[src/rtl/ram_arb_pkg.sv]
// ram_arb_pkg: shared types for the RAM port arbiter (FSM states, grant encoding, timer sizing).
package ram_arb_pkg;
  typedef enum logic [1:0] {IDLE, ISSUE, RESP} state_t;
  typedef enum logic {GNT_I = 1'b0, GNT_D = 1'b1} gnt_t;
  function automatic int tmr_w(input int timeout);
    return $clog2(timeout);
  endfunction
endpackage

[src/rtl/ram_arb_pick.sv]
// ram_arb_pick: combinational winner select between ibus and dbus requests.
// RAM_ARB_RR_EN defined: round-robin on ties; undefined: dbus wins every tie.
module ram_arb_pick
  import ram_arb_pkg::*;
(
  input  logic i_ibus_stb,
  input  logic i_dbus_stb,
  input  gnt_t i_last_gnt,
  output gnt_t o_gnt
);
`ifdef RAM_ARB_RR_EN
  assign o_gnt = (i_ibus_stb && i_dbus_stb) ? ((i_last_gnt == GNT_I) ? GNT_D : GNT_I)
                                            : (i_dbus_stb ? GNT_D : GNT_I);
`else
  logic w_unused;
  assign w_unused = i_ibus_stb | logic'(i_last_gnt);
  assign o_gnt    = i_dbus_stb ? GNT_D : GNT_I;
`endif
endmodule

[src/rtl/ram_port_arbiter.sv]
// ram_port_arbiter: shares one single-port RAM between ibus (fetch) and dbus (load/store),
// one transaction in flight, with a watchdog abort. Macro RAM_ARB_RR_EN enables round-robin.
module ram_port_arbiter
  import ram_arb_pkg::*;
#(
  parameter int ADDR_W  = 16,
  parameter int DATA_W  = 32,
  parameter int TIMEOUT = 16
) (
  input  logic              sys_clk,
  input  logic              sys_rst_n,
  input  logic              ibus_stb_i,
  input  logic [ADDR_W-1:0] ibus_addr_i,
  output logic [DATA_W-1:0] ibus_data_o,
  output logic              ibus_ack_o,
  output logic              ibus_err_o,
  input  logic              dbus_stb_i,
  input  logic              dbus_we_i,
  input  logic [ADDR_W-1:0] dbus_addr_i,
  input  logic [DATA_W-1:0] dbus_data_i,
  output logic [DATA_W-1:0] dbus_data_o,
  output logic              dbus_ack_o,
  output logic              dbus_err_o,
  output logic              ram_stb_o,
  output logic              ram_we_o,
  output logic [ADDR_W-1:0] ram_addr_o,
  output logic [DATA_W-1:0] ram_data_o,
  input  logic [DATA_W-1:0] ram_data_i,
  input  logic              ram_ack_i
);
  localparam int TW = tmr_w(TIMEOUT);

  state_t            r_state, w_state_nx;
  gnt_t              r_gnt, w_pick, w_last;
  logic [TW-1:0]     r_tmr;
  logic              w_req, w_tout, w_done;
  logic              r_ram_stb, r_ram_we;
  logic [ADDR_W-1:0] r_ram_addr;
  logic [DATA_W-1:0] r_ram_data, r_ibus_data, r_dbus_data;
  logic              r_ibus_ack, r_ibus_err, r_dbus_ack, r_dbus_err;

  assign w_req  = ibus_stb_i | dbus_stb_i;
  assign w_tout = r_tmr == TW'(TIMEOUT - 1);
  assign w_done = ram_ack_i | w_tout;

  ram_arb_pick u_pick (
    .i_ibus_stb (ibus_stb_i),
    .i_dbus_stb (dbus_stb_i),
    .i_last_gnt (w_last),
    .o_gnt      (w_pick)
  );

`ifdef RAM_ARB_RR_EN
  gnt_t r_last;
  always_ff @(posedge sys_clk or negedge sys_rst_n)
    if (!sys_rst_n) r_last <= GNT_I;
    else if (r_state == RESP) r_last <= r_gnt;
  assign w_last = r_last;
`else
  assign w_last = GNT_I;
`endif

  always_comb begin
    w_state_nx = (r_state == IDLE)  ? (w_req  ? ISSUE : IDLE)
               : (r_state == ISSUE) ? (w_done ? RESP  : ISSUE)
               : IDLE;
  end

  // ack registers are set on the ISSUE->RESP edge so they are high for the RESP cycle only
  always_ff @(posedge sys_clk or negedge sys_rst_n) begin
    if (!sys_rst_n) begin
      r_state     <= IDLE;
      r_gnt       <= GNT_I;
      r_tmr       <= '0;
      r_ram_stb   <= 1'b0;
      r_ram_we    <= 1'b0;
      r_ram_addr  <= '0;
      r_ram_data  <= '0;
      r_ibus_data <= '0;
      r_ibus_ack  <= 1'b0;
      r_ibus_err  <= 1'b0;
      r_dbus_data <= '0;
      r_dbus_ack  <= 1'b0;
      r_dbus_err  <= 1'b0;
    end else begin
      r_state    <= w_state_nx;
      r_ibus_ack <= 1'b0;
      r_dbus_ack <= 1'b0;
      if (r_state == IDLE && w_req) begin
        r_gnt      <= w_pick;
        r_ram_stb  <= 1'b1;
        r_ram_we   <= (w_pick == GNT_D) && dbus_we_i;
        r_ram_addr <= (w_pick == GNT_D) ? dbus_addr_i : ibus_addr_i;
        r_ram_data <= (w_pick == GNT_D) ? dbus_data_i : '0;
        r_tmr      <= '0;
      end
      if (r_state == ISSUE) begin
        r_tmr <= r_tmr + 1'b1;
        if (w_done) begin
          r_ram_stb <= 1'b0;
          if (r_gnt == GNT_D) begin
            r_dbus_ack  <= 1'b1;
            r_dbus_err  <= !ram_ack_i;
            r_dbus_data <= ram_ack_i ? ram_data_i : '0;
          end else begin
            r_ibus_ack  <= 1'b1;
            r_ibus_err  <= !ram_ack_i;
            r_ibus_data <= ram_ack_i ? ram_data_i : '0;
          end
        end
      end
    end
  end

  assign ibus_data_o = r_ibus_data;
  assign ibus_ack_o  = r_ibus_ack;
  assign ibus_err_o  = r_ibus_err;
  assign dbus_data_o = r_dbus_data;
  assign dbus_ack_o  = r_dbus_ack;
  assign dbus_err_o  = r_dbus_err;
  assign ram_stb_o   = r_ram_stb;
  assign ram_we_o    = r_ram_we;
  assign ram_addr_o  = r_ram_addr;
  assign ram_data_o  = r_ram_data;
endmodule

[config.mk]
export PLATFORM = sky130hd
export DESIGN_NAME = ram_port_arbiter
export DESIGN_NICKNAME = d
export VERILOG_FILES = /design/src/rtl/ram_arb_pkg.sv /design/src/rtl/ram_arb_pick.sv /design/src/rtl/ram_port_arbiter.sv
export SDC_FILE = /design/constraint.sdc
export NUM_CORES = 1
export LEC_CHECK = 0
export BUFFER_PORTS_ARGS = -buffer_cell sky130_fd_sc_hd__buf_2
export CAP_MARGIN = 10
export CORE_MARGIN = 5
export CORE_UTILIZATION = 40
export CTS_CLUSTER_SIZE = 10
export DETAILED_ROUTE_END_ITERATION = 8
export PLACE_DENSITY = 0.73
export SYNTH_ARGS = -nofsm -noshare
export SYNTH_HDL_FRONTEND = slang
export SYNTH_SLANG_ARGS = --single-unit
[constraint.sdc]
create_clock -name sys_clk -period 1.4 [get_ports sys_clk]
set_input_delay 0.28 -clock sys_clk [delete_from_list [all_inputs] [get_ports sys_clk]]
set_output_delay 0.28 -clock sys_clk [all_outputs]
set_load 0.02 [all_outputs]
==> results of run 1 <==
layout make-up:
| type | count | area share, % |
|---|---|---|
| Clock buffer | 18 | 6.09 |
| Clock inverter | 14 | 2.75 |
| Inverter | 5 | 0.266 |
| Multi-Input combinational cell | 179 | 21.8 |
| Sequential cell | 125 | 44.4 |
| Tap cell | 147 | 2.61 |
| Timing Repair Buffer | 252 | 22.1 |
timing repair:
action	4_1_cts	5_1_grt
setup buffers	5	2
gates cloned	3	2
pin swaps	4	6
resized for setup	16	33
endpoints found under the hold margin	15	0
hold buffers	1	0
endpoints found under the setup margin	100	118
placed cells by master (no fill, tap or decap), drive strengths merged, types with 2 or more instances in the layout:
cell type / n
a21oi: 7
clkbuf: 19
inv: 6
clkinvlp: 2
nor2: 3
dfrtp: 125
clkinv: 7
and3: 2
mux2i: 17
o21ai: 35
or2: 2
nand2: 5
a32o: 64
buf: 250
bufinv: 4
a22o: 33
kinds of logic (layout without fill, tap and decap cells):
group	count (synthesis)	in the layout	synth area share, %
AO/OA/AOI/OAI	143	143	24.4
flip-flops	125	125	65.1
buffers and inverters	39	289	4.22
AND/OR/NAND/NOR	18	18	2.42
multiplexers	17	17	3.54
adder cells (fa/ha/maj)	1	1	0.261
state kept, by name, summed over array words and instances, names as in the netlist, 2 cells and up:
signal       count
ram_data_o      32
dbus_data_o     32
ibus_data_o     32
r_tmr            4
ram_addr_o      16
r_state          2
critical path, stage by stage (launching register included):
cell and delay (ns):
dfrtp_1 0.41, or2_1 0.25, or2_4 0.29, clkbuf_16 0.18
a22o_1 0.21
path summary, 6_finish.rpt:
kind	end	from	cells after the start
worst max-delay path	ram_data_o[17]$_DFFE_PN0P_	r_state[1]$_DFF_PN0_	4
worst min-delay path	ram_data_o[12]$_DFFE_PN0P_	dbus_data_i[12]	2
worst max register to register	ram_data_o[17]$_DFFE_PN0P_	r_state[1]$_DFF_PN0_	4
worst min register to register	dbus_data_o[29]$_DFFE_PN0P_	dbus_data_o[29]$_DFFE_PN0P_	1
max in group asynchronous	ibus_data_o[18]$_DFFE_PN0P_	sys_rst_n	3
min in group asynchronous	dbus_data_o[0]$_DFFE_PN0P_	sys_rst_n	2
power groups by stage:
stage | logic (mW) | clock network [mW] | registers (mW)
final | 7.75 | 4.59 | 6.12
after global routing | 8.32 | 4.87 | 6.32
after CTS | 7.61 | 4.66 | 6.11
after detailed placement | 7.26 | 0 | 6.14
after global placement | 7.07 | 0 | 6.07
after floorplan | 2.60 | 0 | 7.92
layer usage:
layer,up-vias,wire (um),track usage (%)
met1,2009,5750,25.1
met3,17,1090,5.61
met5,-,0,0
li1,1827,-,-
met4,0,190,6.30
met2,200,7020,32.2
==> out/results.txt, run 1 <==
ANT cells: 0
IO Port Bufs: 219
Seq/Total Area, Yosys: 65.1%
Vias: 4053
Setup TNS: -1.67 ns
Power per cell area: 2620 nW/um^2
Distinct cells, synth: 30
Critical Path Fanout Max: 9
Synth area leader: dfrtp_1
DRT antenna net count: 0
Comb power frac: 42.0%
Total CTS buffers: 17
CP Launch Type: register
Final slew viol count: 0
WP data arrival: 1.74 ns
Total congestion overflow: 0
DRC Markers: 0
Net switching power: 6.98 mW
Routability Congestion: 0.756
Worst vdd ir: 877 uV
Syn_nets: 446
Routed WL: 14.0 mm
Register area: 3130 um^2
Clock power share: 24.9%
Post-Syn Area: 4800 um^2
GRT Overall Usage: 19.6%
Sequential Power Share: 33.2%
Top FF cell, synth: dfrtp_1
Final non-filler cell total: 740
Pre-antenna DRT Iters: 5
Setup slack, reg-to-reg: -0.05 ns
Worst Setup Slack post-DPL: -0.0595 ns
Syn Area/Cell: 14.0 um^2
Max Cap Violations: 0
Drt wl/cell: 19.0 um
Starting Density: 40.3%
Fillcell total: 983
Pin count of the biggest net entering global routing: 67
Die Ht: 120 um
H-tree depth: 4
# IOs: 220
Worst EP required: 1.70 ns
Root Driver: clkbuf_16
RSZ-0062 raised after global routing: yes
Status: complete, but fails checks
Pint: 11.5 mW
Post-Synthesis Cells: 343
Highest Clock Rate: 0.691 GHz
Vias/cell: 5.48
Fin Hold WS: 0.0805 ns
Top-area cell type share of the netlist area: 65.1%
Commonest cells in the netlist: 125 x dfrtp_1, 64 x a32o_1, 33 x a22o_1, 33 x o21ai_0, 17 x mux2i_1
Syn-to-layout area delta: 46.7%
Worst clock skew: 0.00858 ns
Setup CP Type: reg -> reg
Initial DRC Count: 320
Final Hold Viols: 0
Die ar.: 14300 um^2
Synth warnings: 0
Clk slew on worst S/H paths: 0.06 ns
Post-DP Area: 6190 um^2
Area contributors post-synth: dfrtp_1 65%, a32o_1 13%, a22o_1 6.0%
Tmin final: 1.45 ns
Clk_lat worst skew: 0.41 ns
Slew margin rel.: 79.6%
Core ar.: 11900 um^2
DPL Wire Length: 9.18 mm
First-pass GRT wire length: 22.2 mm
Row count: 40
Final setup fails: 65
Final worst slack: -0.0480 ns
Final instance area: 7050 um^2
Total Power: 18.5 mW
CTS Buffer Depth: 2
FF+latch count, synth: 125
Area occupied by multi-input gates: 1530 um^2
CTS tree: built
Initial antenna violation count: 0
Placed Cells: 697
Failing checks: negative setup slack
Sw frac: 37.8%
Ratio of final minimum period to clock period: 103%
Layout cells sized above 1: 50.3%
Slew @ Worst Pin: 0.306 ns
Clock sink count: 125
HP Class: in -> reg
Post-synth ARST share: 100%
DIE WIDTH: 120 um
CP endpoint kind: register
Core Util, Final: 59.1%
Final nets: 683
Post-synth EDFFs: 0
Vias in the first global route: 4243
Most common cell in the netlist: dfrtp_1
LEAKAGE: 3.61 nW
Note: power is estimated with default switching activity, not from simulation.
==> inputs of run 2 (changes only) <==
--- a/config.mk
+++ b/config.mk
@@ -9,6 +9,7 @@
 export CAP_MARGIN = 10
 export CORE_MARGIN = 5
 export CORE_UTILIZATION = 40
+export CTS_BUF_LIST = sky130_fd_sc_hd__clkbuf_2
 export CTS_CLUSTER_SIZE = 10
 export DETAILED_ROUTE_END_ITERATION = 8
 export PLACE_DENSITY = 0.73
==> run 2 against run 1 <==
The flow still finishes with violations (negative setup slack); first-iteration DRC count up 73%; global-route usage up 8.8 points; register-to-register slack worse by 0.20 ns; largest cell class is now buffers; combinational power up 72%; sequential share of layout area down 12 points; via count up 30%; clock-buffer cell count unchanged; flip-flop and latch count unchanged; clock power down 42%; die area unchanged; power up 22%; sequential power up 7.4%.
==> out/results.txt, run 2 (same netlist as run 1, synthesis figures left out) <==
Total CTS buffers: 17 (unchanged)
Status: complete, but fails checks
Vias: 5288 (+30%)
Worst EP required: 1.99 ns (+0.29 ns)
Failing checks: negative setup slack
First-pass GRT wire length: 31.4 mm (+42%)
Clk slew on worst S/H paths: 0.22 ns (+0.16 ns)
Core ar.: 11900 um^2 (unchanged)
Syn-to-layout area delta: 100%
Most common cell after layout, fill and taps aside: buf_6
H-tree depth: 4 (unchanged)
RSZ-0062 raised after global routing: yes
Pin count of the biggest net entering global routing: 67 (unchanged)
Setup CP Type: reg -> reg
Starting Density: 40.3% (unchanged)
LEAKAGE: 4.79 nW (+33%)
Max Cap Violations: 0 (unchanged)
IO Port Bufs: 219 (unchanged)
Final non-filler cell total: 948 (+28%)
Critical Path Fanout Max: 8 (-1)
DPL Wire Length: 9.18 mm (unchanged)
Final instance area: 9620 um^2 (+37%)
Routed WL: 21.6 mm (+54%)
Total Power: 22.5 mW (+22%)
CTS tree: built
Worst clock skew: 0.0388 ns (+0.0302 ns)
Post-DP Area: 6190 um^2 (unchanged)
CP max-delay cell: dfrtp_1
Slew margin rel.: 55.2% (-24 points)
# IOs: 220 (unchanged)
DRC Markers: 0 (unchanged)
DIE WIDTH: 120 um (unchanged)
Worst vdd ir: 1200 uV (+36%)
Pre-antenna DRT Iters: 5 (unchanged)
Highest Clock Rate: 0.608 GHz (-12%)
Clk_lat worst skew: 0.68 ns (+0.27 ns)
Most frequent cells in the layout: 130 x buf_6, 125 x dfrtp_1, 100 x buf_2
Final worst slack: -0.244 ns (-0.196 ns)
Row count: 40 (unchanged)
Worst Setup Slack post-DPL: -0.0595 ns (unchanged)
CP endpoint kind: register
Die ar.: 14300 um^2 (unchanged)
Vias in the first global route: 5721 (+35%)
Worst path top cell family by delay: buffers and inverters
CTS Buffer Depth: 2 (unchanged)
Setup slack, reg-to-reg: -0.24 ns (-0.20 ns)
CP Launch Type: register
Vias/cell: 5.58 (+1.8%)
Total congestion overflow: 0 (unchanged)
Root Driver: clkbuf_2
DRT antenna net count: 0 (unchanged)
Setup TNS: -32.23 ns (-30.57 ns)
Final setup fails: 236 (+260%)
GRT Overall Usage: 28.4% (+8.8 points)
CP most frequent cell: buf_6
WP data arrival: 2.23 ns (+0.49 ns)
Die Ht: 120 um (unchanged)
Power per cell area: 2340 nW/um^2 (-11%)
HP Class: in -> reg
Final slew viol count: 0 (unchanged)
Ratio of final minimum period to clock period: 117% (+14 points)
Final Hold Viols: 0 (unchanged)
Slowest cell delay on critical path: 0.45 ns (+0.04 ns)
Final nets: 888 (+30%)
Crit-path cells: buf_6, buf_6, and3b_2, nand2_4, buf_12, buf_16, a32o_1
Clock sink count: 125 (unchanged)
Initial antenna violation count: 2 (+2)
Routability Congestion: 0.756 (unchanged)
Layout cells sized above 1: 52.8% (+2.5 points)
Tmin final: 1.64 ns (+0.196 ns)
Buf/Inv on CP: 4 (+3)
Placed Cells: 697 (unchanged)
Slew @ Worst Pin: 0.670 ns (+0.364 ns)
Initial DRC Count: 554 (+73%)
Drt wl/cell: 22.8 um (+20%)
==> run 2: final cells by class <==
| cell class | count | area, um^2 |
|---|---|---|
| Clock inverter | 14 | 194 |
| Sequential cell | 125 | 3130 |
| Tap cell | 147 | 184 |
| Antenna cell | 3 | 7.51 |
| Inverter | 5 | 18.8 |
| Clock buffer | 18 | 90.1 |
| Timing Repair Buffer | 456 | 4430 |
| Fill cell | 625 | 2290 |
| Multi-Input combinational cell | 180 | 1570 |
==> run 2: worst min-delay path, delay by kind of cell <==
family / cells / cell delay (ns)
buf+inv: 2 / 0.27
compound gates: 2 / 0.21
==> run 2: worst paths after layout <==
| path | start | to | cells after the start |
|---|---|---|---|
| min in group asynchronous | sys_rst_n | ibus_data_o[24]$_DFFE_PN0P_ | 3 |
| setup reg to reg | r_state[1]$_DFF_PN0_ | dbus_data_o[10]$_DFFE_PN0P_ | 7 |
| hold / removal | ram_ack_i | r_state[0]$_DFF_PN0_ | 4 |
| hold reg to reg | dbus_data_o[13]$_DFFE_PN0P_ | dbus_data_o[13]$_DFFE_PN0P_ | 1 |
| max in group asynchronous | sys_rst_n | ibus_data_o[23]$_DFFE_PN0P_ | 3 |
| setup / recovery | r_state[1]$_DFF_PN0_ | dbus_data_o[10]$_DFFE_PN0P_ | 7 |
==> run 2: power breakdown <==
part | internal [mW] | switching [mW]
Sequential | 5.19 | 1.38
Clock | 1.19 | 1.47
Combinational | 7.55 | 5.76
==> run 2: metrics by stage <==
stage / hold WS, ns / util, %
after floorplan: -0.0156 / -
after global placement: 0.163 / 52.0
after detailed placement: 0.164 / 52.0
after CTS: 0.0775 / 78.3
after global routing: 0.0644 / 80.8
final: 0.0971 / 80.8
==> run 2: repair_timing <==
item / CTS / global route
resized for setup: 298 / 29
gates cloned: 17 / 5
pin swaps: 22 / 41
hold endpoints to repair: 238 / 0
buffers inserted: 67 / 36
setup endpoints to repair: 214 / 240
hold buffers: 99 / 0
==> run 2: metal layers <==
layer  global-route usage [%]  vias to the layer above  wire [um]
met1                     30.6                     2574       7450
met2                     51.0                      374      11200
met3                     8.11                       89       1790
met4                     14.0                        0       1150
li1                         -                     2251          -
met5                        0                        -          0
